File: src/rtl/fpga_led_switch_pkg.sv
// Shared constants for the switch-to-LED block.
// Group geometry and default timing parameters.
package fpga_led_switch_pkg;

  localparam int N_GROUPS = 4;
  localparam int GROUP_W  = 4;
  localparam int LED_W    = N_GROUPS * GROUP_W;

  localparam int DEF_DEBOUNCE_CYCLES = 16;
  localparam int DEF_SYNC_STAGES     = 2;

endpackage

File: src/rtl/led_btn_debounce.sv
// One-bit debouncer: output follows input only after it has
// disagreed for DEBOUNCE_CYCLES consecutive cycles.
module led_btn_debounce #(
  parameter int DEBOUNCE_CYCLES = 16
) (
  input  logic clk,
  input  logic rst,
  input  logic din,
  output logic dout
);

  if (DEBOUNCE_CYCLES == 0) begin : g_bypass

    assign dout = din;

  end else begin : g_filter

    localparam int CW =
      (DEBOUNCE_CYCLES > 1) ? $clog2(DEBOUNCE_CYCLES) : 1;
    localparam logic [CW-1:0] LAST = CW'(DEBOUNCE_CYCLES - 1);

    logic          state;
    logic [CW-1:0] cnt;

    always_ff @(posedge clk) begin
      if (rst) begin
        state <= 1'b0;
        cnt   <= '0;
      end else if (din == state) begin
        cnt <= '0;
      end else if (cnt == LAST) begin
        state <= din;
        cnt   <= '0;
      end else begin
        cnt <= cnt + 1'b1;
      end
    end

    assign dout = state;

  end

endmodule

File: src/rtl/fpga_led_switch.sv
// Synchronizes switches and buttons, debounces buttons and
// drives registered LEDs with per-group blanking.
module fpga_led_switch
  import fpga_led_switch_pkg::*;
#(
  parameter int DEBOUNCE_CYCLES = DEF_DEBOUNCE_CYCLES,
  parameter int SYNC_STAGES     = DEF_SYNC_STAGES
) (
  input  logic                clk,
  input  logic                rst,
  input  logic [LED_W-1:0]    sw,
  input  logic [N_GROUPS-1:0] btn,
  output logic [LED_W-1:0]    led
);

  logic [LED_W-1:0]    sw_q  [SYNC_STAGES];
  logic [N_GROUPS-1:0] btn_q [SYNC_STAGES];
  logic [LED_W-1:0]    sw_s;
  logic [N_GROUPS-1:0] btn_s;
  logic [N_GROUPS-1:0] btn_db;
  logic [LED_W-1:0]    led_next;

  always_ff @(posedge clk) begin
    if (rst) begin
      for (int i = 0; i < SYNC_STAGES; i++) begin
        sw_q[i]  <= '0;
        btn_q[i] <= '0;
      end
    end else begin
      sw_q[0]  <= sw;
      btn_q[0] <= btn;
      for (int i = 1; i < SYNC_STAGES; i++) begin
        sw_q[i]  <= sw_q[i-1];
        btn_q[i] <= btn_q[i-1];
      end
    end
  end

  assign sw_s  = sw_q[SYNC_STAGES-1];
  assign btn_s = btn_q[SYNC_STAGES-1];

  for (genvar g = 0; g < N_GROUPS; g++) begin : g_db
    led_btn_debounce #(
      .DEBOUNCE_CYCLES(DEBOUNCE_CYCLES)
    ) u_db (
      .clk  (clk),
      .rst  (rst),
      .din  (btn_s[g]),
      .dout (btn_db[g])
    );
  end

  always_comb begin
    led_next = sw_s;
    for (int g = 0; g < N_GROUPS; g++) begin
      if (btn_db[g]) led_next[g*GROUP_W +: GROUP_W] = '0;
    end
  end

  always_ff @(posedge clk) begin
    if (rst) led <= '0;
    else     led <= led_next;
  end

endmodule

File: config.mk
export PLATFORM = sky130hd
export DESIGN_NAME = fpga_led_switch
export DESIGN_NICKNAME = d
export VERILOG_FILES = /design/src/rtl/fpga_led_switch_pkg.sv /design/src/rtl/led_btn_debounce.sv /design/src/rtl/fpga_led_switch.sv
export SDC_FILE = /design/constraint.sdc
export NUM_CORES = 1
export LEC_CHECK = 0
export CAP_MARGIN = 20
export CORE_AREA = 2 2 74 76
export CTS_CLUSTER_DIAMETER = 30
export DETAILED_ROUTE_END_ITERATION = 16
export DIE_AREA = 0 0 76 78
export PLACE_DENSITY = 0.72
export SLEW_MARGIN = 10
export SYNTH_ARGS = -nofsm -noshare
export SYNTH_HDL_FRONTEND = slang
export SYNTH_SLANG_ARGS = --single-unit
File: constraint.sdc
create_clock -name clk -period 1.3 [get_ports clk]
set_input_delay 0.13 -clock clk [delete_from_list [all_inputs] [get_ports clk]]
set_output_delay 0.13 -clock clk [all_outputs]
set_load 0.005 [all_outputs]
Word level (Yosys, flattened, before mapping) --
Memory sizes are Yosys's and may differ from the RTL's. Cells that the tools add are included. Widths: inputs -> output; s select.
Operators by class: $add $sub $neg 4, equality and inequality tests 8, muxes and demuxes 7, bitwise gates (word level) 8, reduce and logical (&&, ||, !) cells 12
Operators with widths (count):
- $mux 16 | 2
- $add 4x1->4 const B | 4
- $eq 4x4->1 const B | 4
- $reduce_or 3->1 | 4
- $mux 4 | 2
- $reduce_and 2->1 | 4
- $reduce_or 2->1 | 4
- $eq 1x1->1 | 4
- $not 1->1 | 4
- $or 1x1->1 | 4
- $mux 1 | 3
Storage, ports and cells: register bits after elaboration 36, memory bits (writable) 40, bits of input ports 22, output and inout bits 16, word-level logic and storage cells 53, memories kept 2
Memories:
- sw_q | depth 2, bits a word 16, read ports 2, clocked after memory_dff 0, wr ports 2, RTL line fpga_led_switch.sv:16 | logic [LED_W-1:0] sw_q [SYNC_STAGES];
- btn_q | depth 2, bits a word 4, read ports 2, clocked after memory_dff 0, wr ports 2, RTL line fpga_led_switch.sv:17 | logic [N_GROUPS-1:0] btn_q [SYNC_STAGES];

Logic depth before layout (Yosys ltp) --
Gate-level depths: netlist of the first run.
depth after elaboration 3, depth in mapped cells 4, depth with buffers taken out 4

By module --
Synthesis of the first run repeated with hierarchy kept, for this count alone.
Unflattened totals: cells, all modules 194, area total of the unflattened synthesis 2416.1 um2
By module, submodules not included:
- fpga_led_switch | instances 1, cells each 118, area an instance 1620.3 um2, sequential area each 1121.1 um2
- led_btn_debounce | instances 4, cells each 19, area an instance 198.9 um2, sequential area each 100.1 um2

Least setup slack after synthesis of the first run --
No wires, ideal clock.
kind flip-flop to flip-flop, start point register g_db[3].u_db.g_filter.cnt[0], end point register g_db[3].u_db.g_filter.cnt[2], setup time 64 ps, arrival time 1155 ps, data required time 1236 ps, setup slack 81 ps, cell stages (with the launch flop) 5, path buffers 0, clock period less this slack 1219 ps, cells stage by stage dfxtp_1 ha_1 and3_4 or3_4 nor2_1
Between the ends: cells in the longest elaborated chain, start to end 2, elaborated cells on any way between the ends 3, classes of those cells add/sub (1); eq/ne (1); reduce/logical (1)
RTL lines:
- start, declared | RTL line led_btn_debounce.sv:23 | logic [CW-1:0] cnt;
- start signal, assigned | RTL line led_btn_debounce.sv:35 | cnt <= cnt + 1'b1;
- branches (longest 2 deep; another with $add 4x1->4)
Several ways; the timed one is not identified. A chain may end at the register's enable or synchronous reset.

Worst setup path after layout of the first run --
start point register led[3], end point output port led[3]
RTL lines:
- start, declared | RTL line fpga_led_switch.sv:13 | output logic [LED_W-1:0] led
- start signal, assigned | RTL line fpga_led_switch.sv:62 | else led <= led_next;
No word-level cell between the ends.

==> summary.txt, run 1 <==
GP Congestion: 0.728
#FFs+latches synth: 76
NumNets Final: 268
Worst skew pair latency: 0.33 ns
Hold Crit Class: input pin to flop
Critical path's slowest cell: clkdlybuf4s50_1
Clk buf depth: 2
Starting Density: 45.7%
Most common cell after layout, fill and taps aside: dfxtp_1
Critical path origin: led[3]
Setup WS pre-CTS: 0.0142 ns
Min Hold Slack: 0.156 ns
Setup ws final: 0.0356 ns
First-pass GRT wire length: 5470 um
Final setup fails: 0
Yosys cell types: 14
Reg2Reg Launch Point: g_db[1].u_db.g_filter.cnt[0]
Clk slew on worst S/H paths: 0.07 ns
Clk sinks: 76
Synth-to-Final Area Change: 29.5%
Max-slew headroom: 81.4%
CP required: 1.17 ns
Placement row count: 26
Initial antenna violation count: 0
Vias: 1333
Netlist Area Pre-Place: 0.00230 mm2
Die Height: 78 um
Critical Path Fanout Max: 1
Buf/Inv on CP: 1
Post-DP Area: 0.00275 mm2
Worst VDD drop: 0.00117 V
Total power: 4.19 mW
IO Pins: 38
Vias in the first global route: 1316
Nature of the critical path startpoint: flop
Final ANT Viol Nets: 0
Die X: 76 um
Buffers on Ports: 37
Crit-path cells: clkdlybuf4s50_1
TritonCTS clock tree: built
Num CTS Buffers: 9
Largest net degree at the start of global routing: 31
Setup crit end kind: output port
Commonest cells after routing, fill and taps aside: 72 x dfxtp_1, 40 x nor2b_1, 22 x clkdlybuf4s50_1
Post-route DRC: 0
HPWL Detailed: 2100 um
Syn Inst Count: 197
PD cells: 1400 mW/mm2
Sequential area share after synthesis: 66.0%
Vias per cell: 4.23
# H-tree levels: 3
Shortest period the worst path allows: 1.26 ns
Total wire length: 3110 um
Leakage power: 1.34 nW
Grt total ovfl: 0
Worst setup path category: flop to output port
CORE AREA: 0.00504 mm2
Synth warn: 0
# hold bufs at CTS: 0
Placed Instances: 301
Worst-Margin Slew: 0.279 ns
Tot GR Track Use: 12.0%
Pins over their slew limit: 0
Syn avg cell area: 11.7 um2
Share of cells above drive strength 1: 15.9%
Root Driver: clkbuf_8
Routed wire per std cell: 9.87 um
Die ar.: 0.00593 mm2
Max cap viols: 0
Status: complete, no violations
Synth Net Count: 223
Slowest stage delay, CP: 0.50 ns
ANT cells: 0
Finished Layout Cells: 315
Drt pass-1 iters: 4
Finished Cell Area: 0.00298 mm2
Period utilization: 97.3%
F_max: 0.791 GHz
Final hold violation count: 0
DRT iter0 DRCs: 14
Hold Crit Start: rst
Setup bufs post-CTS: 0
Clk_skew: 0.00594 ns
WP data arrival: 1.13 ns
CP delay by family, top: buffers and inverters
-- final cells by class --
cell class | count | area (um2)
timing repair buffer | 39 | 408
clock buffer | 11 | 131
tap | 70 | 87.6
inverter | 4 | 15.0
multi-input combinational | 112 | 776
clock inverter | 3 | 40.0
fill | 429 | 2060
sequential | 76 | 1530
-- stage by stage --
step,TNS [ns],util (%)
6_report,0,59.2
5_1_grt,-0.00723,59.2
4_1_cts,0,57.9
3_5_place_dp,0,54.5
3_3_place_gp,0,54.5
2_1_floorplan,0,-
-- registers in the layout, indices dropped and copies added, names as in the netlist --
signal,cells
g_db.u_db.dout,4
sw_q,32
led,16
btn_q,8
g_db.u_db.g_filter.cnt,16
-- what timing repair did --
action / 4_1_cts / 5_1_grt
pin swaps: 0 / 1
hold endpoints to repair: 0 / 0
setup endpoints to repair: 4 / 26
resized for setup: 3 / 27
-- worst paths after layout --
| path | end | slack (ns) | cells after the start |
|---|---|---|---|
| max reg2reg | g_db[1].u_db.g_filter.cnt[1] | 0.05 | 4 |
| min | g_db[2].u_db.dout | 0.16 | 2 |
| max | led[3] | 0.04 | 1 |
| min reg2reg | g_db[0].u_db.g_filter.cnt[0] | 0.42 | 1 |
-- power breakdown --
part	leakage (nW)	total (mW)	internal (mW)	switching, mW
registers	0.624	2.42	2.40	0.0180
logic	0.626	0.181	0.119	0.0621
clock network	0.0890	1.59	0.860	0.725
total	1.34	4.19	3.38	0.805
-- synthesized netlist by cell type (all sizes together) --
cell,count,area [um2]
dfxtp,76,1520
nor2b,40,250
nor2,24,90.1
and2,16,100
xnor2,8,70.1
and3,4,45.0
ha,4,50.1
inv,4,15.0
mux2i,4,40.0
nand3,4,20.0
or3,4,45.0
xor2,4,35.0
buf,3,15.0
clkbuf,2,7.51
-- cells by family after synthesis --
logic type | synth area share [%]
flops | 66.0
simple gates | 23.9
xor+xnor | 4.56
mux | 1.74
buf+inv | 1.63
fa+ha+maj | 2.17
-- layer usage --
| metal | wire length [um] | vias to the layer above | global-route usage (%) |
|---|---|---|---|
| li1 | - | 694 | - |
| met3 | 151 | 8 | 5.58 |
| met4 | 92 | 0 | 7.09 |
| met1 | 1310 | 604 | 12.6 |
| met5 | 0 | - | 0 |
| met2 | 1550 | 27 | 19.7 |
(Power assumes the default switching activity.)
==> run 2, diff against run 1 <==
--- a/config.mk
+++ b/config.mk
@@ -11,6 +11,7 @@
 export DETAILED_ROUTE_END_ITERATION = 16
 export DIE_AREA = 0 0 76 78
 export PLACE_DENSITY = 0.72
+export SKIP_LAST_GASP = 1
 export SLEW_MARGIN = 10
 export SYNTH_ARGS = -nofsm -noshare
 export SYNTH_HDL_FRONTEND = slang
==> results of run 2 <==
Final layout, timing and power as in run 1 (identical DEF).
==> run 3, diff against run 2 <==
--- a/config.mk
+++ b/config.mk
@@ -11,7 +11,6 @@
 export DETAILED_ROUTE_END_ITERATION = 16
 export DIE_AREA = 0 0 76 78
 export PLACE_DENSITY = 0.72
-export SKIP_LAST_GASP = 1
 export SLEW_MARGIN = 10
 export SYNTH_ARGS = -nofsm -noshare
 export SYNTH_HDL_FRONTEND = slang
==> results of run 3 <==
Final layout, timing and power as in run 1 (identical DEF).
